==> config.mk <==
export PLATFORM = sky130hd
export DESIGN_NAME = fifo_drain_serializer
export DESIGN_NICKNAME = d
export VERILOG_FILES = /design/src/rtl/fifo_drain_serializer.sv
export SDC_FILE = /design/constraint.sdc
export NUM_CORES = 1
export LEC_CHECK = 0
export BUFFER_PORTS_ARGS = -buffer_cell sky130_fd_sc_hd__buf_2
export CAP_MARGIN = 5
export CELL_PAD_IN_SITES_DETAIL_PLACEMENT = 1
export CELL_PAD_IN_SITES_GLOBAL_PLACEMENT = 2
export CORE_AREA = 3 3 57 59
export CTS_CLUSTER_DIAMETER = 100
export DETAILED_ROUTE_END_ITERATION = 7
export DIE_AREA = 0 0 60 62
export GPL_ROUTABILITY_DRIVEN = 0
export GPL_TIMING_DRIVEN = 0
export HOLD_SLACK_MARGIN = 0.1
export PLACE_DENSITY_LB_ADDON = 0.1
export SYNTH_ARGS = -nofsm -noshare
export SYNTH_HDL_FRONTEND = slang
export SYNTH_SLANG_ARGS = --single-unit
==> constraint.sdc <==
create_clock -name clk -period 1.9 [get_ports clk]
set_input_delay 0.38 -clock clk [delete_from_list [all_inputs] [get_ports clk]]
set_output_delay 0.38 -clock clk [all_outputs]
set_load 0.02 [all_outputs]
==> src/rtl/fifo_drain_serializer.sv <==
// Read-side FIFO consumer: pops one word at a time and shifts it out
// bit-serially on a valid/ready link.
module fifo_drain_serializer #(
  parameter int W         = 4,
  parameter int CNT_W     = 8,
  parameter bit MSB_FIRST = 1'b1
) (
  input  logic             clk,
  input  logic             rst,
  input  logic             fifo_empty,
  input  logic [W-1:0]     fifo_data,
  output logic             fifo_rd_en,
  input  logic             ser_ready,
  output logic             ser_valid,
  output logic             ser_data,
  output logic             ser_last,
  output logic             busy,
  output logic [CNT_W-1:0] word_count
);

  localparam int BW = (W > 1) ? $clog2(W) : 1;
  localparam logic [BW-1:0] LAST = BW'(W - 1);

  typedef enum logic [1:0] {
    IDLE  = 2'd0,
    FETCH = 2'd1,
    SHIFT = 2'd2
  } state_e;

  state_e           state_q, state_d;
  logic [W-1:0]     shreg_q, shreg_d;
  logic [BW-1:0]    bit_cnt_q, bit_cnt_d;
  logic [CNT_W-1:0] word_count_q, word_count_d;

  always_comb begin
    state_d      = state_q;
    shreg_d      = shreg_q;
    bit_cnt_d    = bit_cnt_q;
    word_count_d = word_count_q;
    fifo_rd_en   = 1'b0;
    ser_valid    = 1'b0;
    ser_data     = 1'b0;
    ser_last     = 1'b0;
    unique case (state_q)
      IDLE: begin
        fifo_rd_en = !fifo_empty;
        if (!fifo_empty) state_d = FETCH;
      end
      FETCH: begin
        shreg_d   = fifo_data;
        bit_cnt_d = '0;
        state_d   = SHIFT;
      end
      SHIFT: begin
        ser_valid = 1'b1;
        ser_data  = MSB_FIRST ? shreg_q[W-1] : shreg_q[0];
        ser_last  = (bit_cnt_q == LAST);
        if (ser_ready) begin
          shreg_d   = MSB_FIRST ? (shreg_q << 1) : (shreg_q >> 1);
          bit_cnt_d = bit_cnt_q + BW'(1);
          if (bit_cnt_q == LAST) begin
            word_count_d = word_count_q + CNT_W'(1);
            state_d      = IDLE;
          end
        end
      end
      default: state_d = IDLE;
    endcase
    // no pop may be issued in the cycle reset is applied
    if (rst) fifo_rd_en = 1'b0;
  end

  always_ff @(posedge clk) begin
    if (rst) begin
      state_q      <= IDLE;
      shreg_q      <= '0;
      bit_cnt_q    <= '0;
      word_count_q <= '0;
    end else begin
      state_q      <= state_d;
      shreg_q      <= shreg_d;
      bit_cnt_q    <= bit_cnt_d;
      word_count_q <= word_count_d;
    end
  end

  assign busy       = (state_q != IDLE);
  assign word_count = word_count_q;

endmodule
-- Word-level counts from Yosys, hierarchy flattened
Cells that the tools add are included.
- add/sub/neg operators: 2
- eq/ne operators: 6
- muxes and demuxes: 13
- reduce and logical (&&, ||, !) cells: 7
- operators by type and width (cell ; count):
    $add 8x1->8 const B ; 1
    $mux 2 ; 4
    $pmux 4 s2 ; 1
    $ne 2x2->1 const B ; 3
    $pmux 2 s3 ; 1
    $reduce_and 3->1 ; 2
    $mux 1 ; 5
    $eq 2x2->1 const B ; 2
    $mux 4 ; 1
    $pmux 2 s2 ; 1
    $reduce_bool 2->1 ; 2
    $add 2x1->2 const B ; 1
    $eq 2x1->1 const B ; 1
    $logic_not 2->1 ; 1
    $reduce_and 2->1 ; 1
    $logic_not 1->1 ; 1
- bits in registers: 16
- input port bits: 8
- output and inout port bits: 13
- logic and storage cells: 32

-- Depth between registers and ports, before layout
Gate-level depths: netlist of run 1.
- depth after elaboration: 4
- gate-level depth with buffers: 5
- depth with buffers taken out: 4

-- Least setup slack after synthesis of run 1
OpenSTA, ideal clock, no wires.
- kind: register -> output
- start: reg state_q[1]
- end: out fifo_rd_en
- arrival time: 1.318 ns
- data required time: 1.520 ns
- path slack: 0.202 ns
- cell stages (with the launch flop): 4
- buffers on the path: 1
- path through: dfxtp_1 > buf_2 > or2_2 > nor3_1
- cells in the longest elaborated chain, start to end: 3
- ends and longest elaborated chain (item ; line ; RTL):
    start, declared ; 30 ; state_e state_q, state_d;
    start signal, assigned ; 80 ; state_q <= state_d;
    $logic_not 2->1 ; 44 ; unique case (state_q)
    $mux 1 ; 44 ;
    $mux 1 ; 70 ; if (rst) fifo_rd_en = 1'b0;
    end, declared ; 12 ; output logic fifo_rd_en,
Every way passes these cells.

-- Final worst setup path of run 1
Ends and elaborated chain as after synthesis.

==> flow_metrics.py, run 1 <==
metrics = {
    "synthesis": {
        "synth_fp_nets": 97,
        "synth-async-reset-ratio": 0,
        "yosysMostFrequentCell": "dfxtp_1",
        "yosys.area.top_type": "dfxtp_1",
        "synth-edff-count": 0,
        "synth_cell_types": 32,
        "ys_top_cells_by_area": "dfxtp_1 (41%), mux2i_1 (6.4%), a21oi_1 (5.1%)",
        "ys_ff_latch": 16,
        "synth_area_um2": 787,
        "synth_warnings": 0,
        "synth_common_cells": "dfxtp_1 (16), a21oi_1 (8), nor3_1 (6), mux2i_1 (5)",
        "yosysSeqAreaShare": 0.407,
        "synth_ff_type": "dfxtp_1",
        "synth_top_area_share": 0.407,
        "avgSynthCellArea_um2": 9.05,
        "postSynthCellCount": 87,
    },
    "timing": {
        "slew_viol_final": 0,
        "finalHoldViolCount": 0,
        "setup_violations": 0,
        "tns_ps": 0,
        "finalCriticalPeriod_ps": 1780,
        "max_freq_mhz": 563,
        "rsz0062_at_grt": "false",
        "finalCritPeriodShare": 0.935,
        "clock_skew_ps": 3.61,
        "tightest_slew_ps": 469,
        "slew_headroom": 0.687,
    },
    "floorplanning": {
        "rows": 19,
        "die_w_um": 60,
        "pin_count": 21,
        "start_util": 0.285,
        "dieArea_um2": 3720,
        "core_um2": 2760,
        "die_h_um": 62,
    },
    "route": {
        "drtIter0Drc": 44,
        "drt-total-wl_um": 1790,
        "ant_nets": 0,
        "wire_per_inst_um": 12.8,
        "drt_first_pass_iters": 3,
        "dr_total_vias": 692,
        "avgViaCountPerCell": 4.94,
        "drc": 0,
    },
    "grt": {
        "grt_pass1_vias": 746,
        "grt_max_degree": 11,
        "grt_overflow_total": 0,
        "grt_first_pass_wirelength_um": 3360,
        "track_usage": 0.120,
        "antenna_found_initial": 0,
    },
    "critical_path": {
        "max_stage_delay_ps": 340,
        "r2r_start": "bit_cnt_q[0]",
        "required_ps": 1520,
        "slowest_stage": "dfxtp_2",
        "crit_chain": "buf_4, or2_2, nor3_2, buf_2",
        "crit_path_end_kind": "output pin",
        "startpoint_type": "flop",
        "crit_type": "reg2out",
        "crit_path_max_fanout": 10,
        "crit_start": "state_q[1]",
        "path_depth": 4,
        "crit_family": "simple AND/OR/NAND/NOR gates",
        "crit_buf_inv": 2,
        "reg2reg_depth": 4,
        "crit_arrival_ps": 1400,
    },
    "cells_and_area": {
        "layout-drive-gt1-share": 0.284,
        "final_cells": 140,
        "diodes": 0,
        "num-fill-cells": 346,
        "fin_nets": 121,
        "syn2layout_area_growth_pct": 21.1,
    },
    "placement": {
        "dp_cells": 137,
        "numPortBuffers": 19,
    },
    "clock_tree": {
        "post_cts_buffers": 0,
        "cts_resized": 0,
        "clk_pin_slew_ps": 90,
        "clock_latency_ps": 280,
        "cts_tree": "built",
        "cts_hold_buf": 0,
        "cts.sinks": 16,
        "cts_root_buffer": "clkbuf_4",
        "cts.htree.levels": 1,
        "cts.path.max_buffers": 2,
        "cts_made_buffers": 3,
    },
    "power": {
        "ir_drop_mv": 0.367,
        "powerDensity_nw_per_um2": 641,
        "p_leak_nw": 0.408,
    },
    "min_path": {
        "min_from": "fifo_empty",
        "min_path_type": "in2reg",
        "whs_path_depth": 2,
    },
    "status": {
        "outcome": "finished clean",
    },
    "run": {
        "timing.max_cap.violations": 0,
    },
}
state kept, by name, summed over array words and instances (netlist names):
register    flops
bit_cnt_q       2
shreg_q         4
word_count      8
state_q         2
logic make-up (layout without fill, tap and decap cells):
| family | Yosys count | after routing | share of synthesized area |
|---|---|---|---|
| xor gates and xnor gates | 1 | 1 | 0.0111 |
| and+or+nand+nor | 35 | 35 | 0.272 |
| buffers and inverters | 7 | 29 | 0.0445 |
| AOI/OAI and AO/OA | 20 | 20 | 0.156 |
| muxes | 6 | 6 | 0.0779 |
| DFF | 16 | 16 | 0.407 |
| adders and majority gates | 2 | 2 | 0.0318 |
area by class of cell:
| type | count | area, um^2 | area share |
|---|---|---|---|
| buffer | 5 | 30.0 | 0.0315 |
| clock buffer | 3 | 22.5 | 0.0236 |
| inverter | 2 | 7.51 | 0.00787 |
| multi-input combinational | 64 | 437 | 0.458 |
| sequential | 16 | 323 | 0.339 |
| tap | 31 | 38.8 | 0.0407 |
| timing repair buffer | 19 | 95.1 | 0.0997 |
power by group:
group	leakage, nW	internal [mW]	switching [mW]
clock	0.0138	0.0734	0.101
combinational	0.263	0.0355	0.0448
sequential	0.131	0.347	0.00873
metrics by stage:
| step | instance area (um^2) | setup WS, ps | utilization | power (mW) | hold WS [ps] |
|---|---|---|---|---|---|
| 6_report | 953 | 124 | 0.346 | 0.611 | 283 |
| 5_1_grt | 953 | 14.6 | 0.346 | 0.657 | 279 |
| 3_5_place_dp | 921 | 241 | 0.334 | 0.443 | 495 |
| 2_1_floorplan | 787 | 202 | - | 0.417 | 459 |
| 3_3_place_gp | 921 | 250 | 0.334 | 0.441 | 480 |
| 4_1_cts | 943 | 55.1 | 0.342 | 0.626 | 262 |
final timing paths:
path                        end  slack, ps
hold reg to reg   word_count[4]        510
hold / removal       state_q[0]        280
setup reg to reg  word_count[7]        240
setup / recovery     fifo_rd_en        120
routing by layer:
metal	routed length, um	vias up	global-route usage
met2	829	11	0.193
met5	0	-	0
met3	63	2	0.0372
met4	19	0	0.0380
met1	879	315	0.154
li1	-	364	-
layout by cell type (no fill, tap or decap):
cell type / count
a211oi_1: 3
a21o_1: 2
a21oi_1: 8
and2_1: 2
and2b_1: 1
and3b_1: 1
buf_1: 1
buf_2: 19
buf_4: 3
clkbuf_1: 1
clkbuf_4: 3
dfxtp_1: 14
dfxtp_2: 2
ha_1: 2
inv_1: 2
mux2_2: 1
mux2i_1: 5
nand2_1: 3
nand2b_1: 2
nand3_1: 4
nand3b_1: 1
nand4b_4: 1
nor2_1: 4
nor2b_1: 2
nor3_1: 5
nor3_2: 1
nor4_1: 1
o211ai_1: 2
o21ai_0: 3
o31ai_1: 2
or2_1: 1
or2_2: 1
or3_1: 3
or4_1: 2
xor2_1: 1
worst reg2reg max path: stages, from the launching register on:
cell and delay [ps]:
dfxtp_1 390, ha_1 260, nand4b_4 130, nor4_1 390, mux2_2 380
Note: power is estimated with default switching activity, not from simulation.
==> inputs of run 2 (changes only) <==
- CTS_BUF_LIST: not set -> sky130_fd_sc_hd__clkbuf_16
==> run 2 against run 1 <==
Register-to-register slack is essentially flat. Final cell count stayed put. Non-clock buffer count stayed put. Clock power up 130%. Clock skew down 2.0 ps. Via count rose by 1.2%. Sequential power hardly changed. Critical path depth did not move. Sequential share of layout area shrank 1.9 points. Cell area grew 5.2%. Routed wire length is 0.50% higher. Largest power group is now the clock network.
==> flow_metrics.py, run 2 (same netlist as run 1, synthesis figures left out) <==
metrics = {
    "grt": {
        "grt_first_pass_wirelength_um": 3390,
        "grt_pass1_vias": 751,
        "gr-usage-met3": 0.0434,
        "met2_usage": 0.194,
        "grt_overflow_total": 0,
        "track_usage": 0.122,
        "grt_max_degree": 11,
        "grt_busiest_layer": "met2",
        "grt_util_met1": 0.156,
        "antenna_found_initial": 0,
    },
    "route": {
        "drc": 0,
        "drt_first_pass_iters": 2,
        "ant_nets": 0,
        "drt-total-wl_um": 1800,
        "drtIter0Drc": 46,
        "avgViaCountPerCell": 5.00,
        "dr_total_vias": 700,
        "wire_per_inst_um": 12.9,
    },
    "cells_and_area": {
        "final_core_util": 0.364,
        "layout_common_cells": "buf_2 (19), dfxtp_1 (16), a21oi_1 (8), mux2i_1 (5), nor3_1 (5)",
        "layout-drive-gt1-share": 0.266,
        "syn2layout_area_growth_pct": 27.5,
        "fin_nets": 121,
        "diodes": 0,
        "largest_reg_flops": 8,
        "final_common_cell": "buf_2",
        "num-fill-cells": 339,
    },
    "power": {
        "p_leak_nw": 0.430,
        "ir_drop_mv": 0.620,
        "powerDensity_nw_per_um2": 831,
    },
    "floorplanning": {
        "core_um2": 2760,
        "start_util": 0.285,
        "die_h_um": 62,
        "rows": 19,
        "pin_count": 21,
        "dieArea_um2": 3720,
        "die_w_um": 60,
    },
    "placement": {
        "numPortBuffers": 19,
        "dpl_worst_slack_ps": 241,
    },
    "timing": {
        "worst_slack_ps": 145,
        "clock_skew_ps": 1.62,
        "finalCriticalPeriod_ps": 1760,
        "finalCritPeriodShare": 0.924,
        "setup_violations": 0,
        "rsz0062_at_grt": "false",
        "tns_ps": 0,
        "slew_headroom": 0.696,
        "max_freq_mhz": 570,
        "slew_viol_final": 0,
        "finalHoldViolCount": 0,
        "tightest_slew_ps": 456,
    },
    "run": {
        "timing.max_cap.violations": 0,
    },
    "critical_path": {
        "crit_path_max_fanout": 9,
        "required_ps": 1520,
        "crit_arrival_ps": 1380,
        "crit_type": "reg2out",
        "reg2reg_depth": 4,
        "crit_path_end_kind": "output pin",
        "reg2reg_slack_ps": 230,
        "startpoint_type": "flop",
        "r2r_start": "bit_cnt_q[0]",
        "r2r-end": "word_count[7]",
    },
    "clock_tree": {
        "cts.sinks": 16,
        "cts.htree.levels": 1,
        "clk_pin_slew_ps": 50,
        "cts_root_buffer": "clkbuf_16",
        "cts_tree": "built",
        "post_cts_buffers": 0,
        "clock_latency_ps": 240,
        "cts.path.max_buffers": 2,
        "cts_made_buffers": 3,
    },
    "min_path": {
        "whs_path_depth": 2,
        "min_to": "state_q[0]",
        "min_from": "fifo_empty",
        "min_path_type": "in2reg",
    },
    "status": {
        "outcome": "finished clean",
    },
}
==> run 2: worst max-delay path by stage <==
stage                          to  slack [ps]          from  cells after the start
floorplan              fifo_rd_en         200    state_q[1]                      3
global placement    word_count[7]         250  bit_cnt_q[0]                      4
detailed placement  word_count[7]         240  bit_cnt_q[0]                      4
CTS                    fifo_rd_en         120    state_q[1]                      4
global route             ser_data          40    state_q[0]                      4
finish                   ser_last         140    state_q[0]                      4
==> run 2: worst max-delay path, stage by stage, from the launching register on <==
cell and delay [ps]:
dfxtp_1 460, and2b_1 210, buf_4 160, and2_1 150, buf_2 150
==> run 2: where the power goes <==
group	internal [mW]	switching (mW)	total (mW)	leakage, nW
sequential	0.348	0.00885	0.357	0.130
combinational	0.0353	0.0447	0.0800	0.263
clock	0.276	0.122	0.397	0.0370
==> run 2: layout make-up <==
type	count	area [um^2]	area share
buffer	5	30.0	0.0299
clock buffer	3	75.1	0.0748
inverter	2	7.51	0.00748
multi-input combinational	64	437	0.435
sequential	16	320	0.319
tap	31	38.8	0.0387
timing repair buffer	19	95.1	0.0948
==> run 2: timing repair <==
item                       CTS  global route
setup endpoints to repair    0             1
resized for setup            0             2
hold buffers                 0             0
==> run 2: stage by stage <==
stage | power, mW | cell area, um^2 | cells | hold slack [ps]
6_report | 0.834 | 1000 | 140 | 335
5_1_grt | 0.884 | 1000 | 140 | 349
4_1_cts | 0.849 | 996 | 140 | 318
3_5_place_dp | 0.443 | 921 | 137 | 495
3_3_place_gp | 0.441 | 921 | 137 | 480
2_1_floorplan | 0.417 | 787 | 87 | 459
==> run 2: metal layers <==
layer | vias to the layer above | share of wire
li1 | 362 | -
met1 | 323 | 0.48
met2 | 13 | 0.47
met3 | 2 | 0.045
met4 | 0 | 0.0094
met5 | - | 0
==> inputs of run 3 (changes only) <==
- SETUP_SLACK_MARGIN: not set -> 0.3
==> run 3 against run 2 <==
Core utilization is 3.4 points higher. Die area stayed put. Critical path type unchanged. Final cell count is 5.0% higher. Non-clock buffer count is 6 higher. Critical endpoint unchanged. First-iteration DRC count is 72% lower. Via count is 4.1% higher.
==> flow_metrics.py, run 3 (same netlist as run 1, synthesis figures left out) <==
metrics = {
    "timing": {
        "worst_slack_ps": 302,
        "slew_headroom": 0.668,
        "clock_skew_ps": 0.583,
        "finalCriticalPeriod_ps": 1600,
        "finalCritPeriodShare": 0.841,
        "tightest_slew_ps": 498,
        "tns_ps": 0,
        "rsz0062_at_grt": "true",
        "slew_viol_final": 0,
        "max_freq_mhz": 626,
        "setup_violations": 0,
        "finalHoldViolCount": 0,
    },
    "cells_and_area": {
        "final_area_um2": 1100,
        "layout-drive-gt1-share": 0.353,
        "largest_reg_flops": 8,
        "fin_nets": 127,
        "seq_area_um2": 325,
        "syn2layout_area_growth_pct": 39.3,
        "multi_input_area_um2": 453,
        "layout_common_cells": "buf_2 (16), dfxtp_1 (14), buf_4 (8), a21oi_1 (8)",
        "final_common_cell": "buf_2",
        "num-fill-cells": 328,
        "diodes": 0,
    },
    "critical_path": {
        "r2r_start": "bit_cnt_q[0]",
        "crit_start": "state_q[1]",
        "endpoint": "ser_last",
        "crit_path_end_kind": "output pin",
        "reg2reg_slack_ps": 370,
        "crit_chain": "buf_6, and2b_1, buf_6, and2_4, buf_6",
        "r2r-end": "word_count[7]",
        "reg2reg_depth": 4,
        "required_ps": 1520,
        "slowest_stage": "dfxtp_2",
        "crit_arrival_ps": 1220,
        "crit_type": "reg2out",
        "crit_path_max_fanout": 4,
        "max_stage_delay_ps": 320,
        "startpoint_type": "flop",
        "cpMostUsedCell": "buf_6",
    },
    "floorplanning": {
        "die_w_um": 60,
        "start_util": 0.285,
        "rows": 19,
        "dieArea_um2": 3720,
        "pin_count": 21,
        "core_um2": 2760,
        "die_h_um": 62,
    },
    "route": {
        "avgViaCountPerCell": 4.96,
        "wire_per_inst_um": 12.9,
        "drtIter0Drc": 13,
        "drc": 0,
        "dr_total_vias": 729,
        "ant_nets": 0,
        "drt-total-wl_um": 1890,
        "drt_first_pass_iters": 4,
    },
    "grt": {
        "track_usage": 0.120,
        "grt_overflow_total": 0,
        "grt_first_pass_wirelength_um": 3310,
        "grt_pass1_vias": 743,
        "antenna_found_initial": 0,
        "grt_max_degree": 11,
    },
    "power": {
        "p_clk_frac": 0.471,
        "share_comb_of_total_power": 0.116,
        "power_switching_share": 0.215,
        "p_switching_mw": 0.186,
        "ir_drop_mv": 0.354,
        "seqPwrFrac": 0.413,
        "p_int_mw": 0.678,
        "powerDensity_nw_per_um2": 788,
        "p_leak_nw": 0.467,
    },
    "placement": {
        "dpl_worst_slack_ps": 292,
        "numPortBuffers": 19,
        "place_area_um2": 926,
        "hpwl_um": 1400,
    },
    "clock_tree": {
        "cts.path.max_buffers": 2,
        "clk_pin_slew_ps": 50,
        "cts_root_buffer": "clkbuf_16",
        "cts_tree": "built",
        "clock_latency_ps": 240,
        "cts.sinks": 16,
        "cts_made_buffers": 3,
        "cts.htree.levels": 1,
    },
    "min_path": {
        "min_path_type": "in2reg",
    },
    "run": {
        "timing.max_cap.violations": 0,
    },
    "status": {
        "outcome": "finished clean",
    },
}
## run 3: cell types whose count changed in the layout (fill, tap and decap cells not counted), moves of 2 or more
cell / previous run / this run
buf_6: 0 / 4
buf_4: 2 / 8
and2_1: 2 / 0
dfxtp_1: 16 / 14
buf_2: 19 / 16
and2_4: 0 / 2
## run 3: final cells by class
| class | instances | area share |
|---|---|---|
| Timing Repair Buffer | 25 | 0.142 |
| Buffer | 5 | 0.0342 |
| Inverter | 2 | 0.00685 |
| Sequential cell | 16 | 0.297 |
| Clock inverter | 1 | 0.00342 |
| Clock buffer | 3 | 0.0685 |
| Tap cell | 31 | 0.0354 |
| Multi-Input combinational cell | 64 | 0.413 |
## run 3: worst min-delay path by stage
| stage | startpoint | to | slack [ps] | depth (start not counted) |
|---|---|---|---|---|
| floorplan | fifo_empty | state_q[0] | 460 | 1 |
| global placement | word_count[4] | word_count[4] | 480 | 2 |
| detailed placement | word_count[4] | word_count[4] | 510 | 2 |
| CTS | fifo_empty | state_q[0] | 320 | 2 |
| global route | fifo_empty | state_q[0] | 340 | 2 |
| finish | fifo_empty | state_q[0] | 320 | 2 |
## run 3: layer usage
metal,vias up,track usage,share of wire
met5,-,0,0
met4,0,0.0570,0.016
met3,4,0.0269,0.036
met2,14,0.190,0.44
met1,338,0.154,0.51
li1,373,-,-
## run 3: stage by stage
step / std cells / total power, mW / util / hold WS [ps]
finish: 147 / 0.864 / 0.397 / 319
detailed placement: 137 / 0.444 / 0.336 / 510
global placement: 137 / 0.442 / 0.336 / 482
global route: 147 / 0.907 / 0.397 / 342
floorplan: 87 / 0.418 / - / 459
CTS: 147 / 0.880 / 0.397 / 319
## run 3: timing repair
item                       in CTS  in global routing
pin swaps                       1                  0
setup buffers                   6                  0
hold buffers                    0                  0
gates cloned                    0                  0
setup endpoints to repair       6                  7
gates resized for setup        15                  1
## run 3: power groups by stage
stage / sequential, mW / combinational, mW / clock [mW]
after floorplan: 0.361 / 0.0567 / 0
after global placement: 0.363 / 0.0789 / 0
after detailed placement: 0.364 / 0.0806 / 0
after CTS: 0.357 / 0.101 / 0.422
after global routing: 0.359 / 0.111 / 0.437
final: 0.357 / 0.100 / 0.407
## run 3: worst max-delay path, delay by kind of cell, from the launching register on
kind | cells | cell delay [ps]
and+or+nand+nor | 2 | 300
buffers and inverters | 3 | 360
DFF | 1 | 320
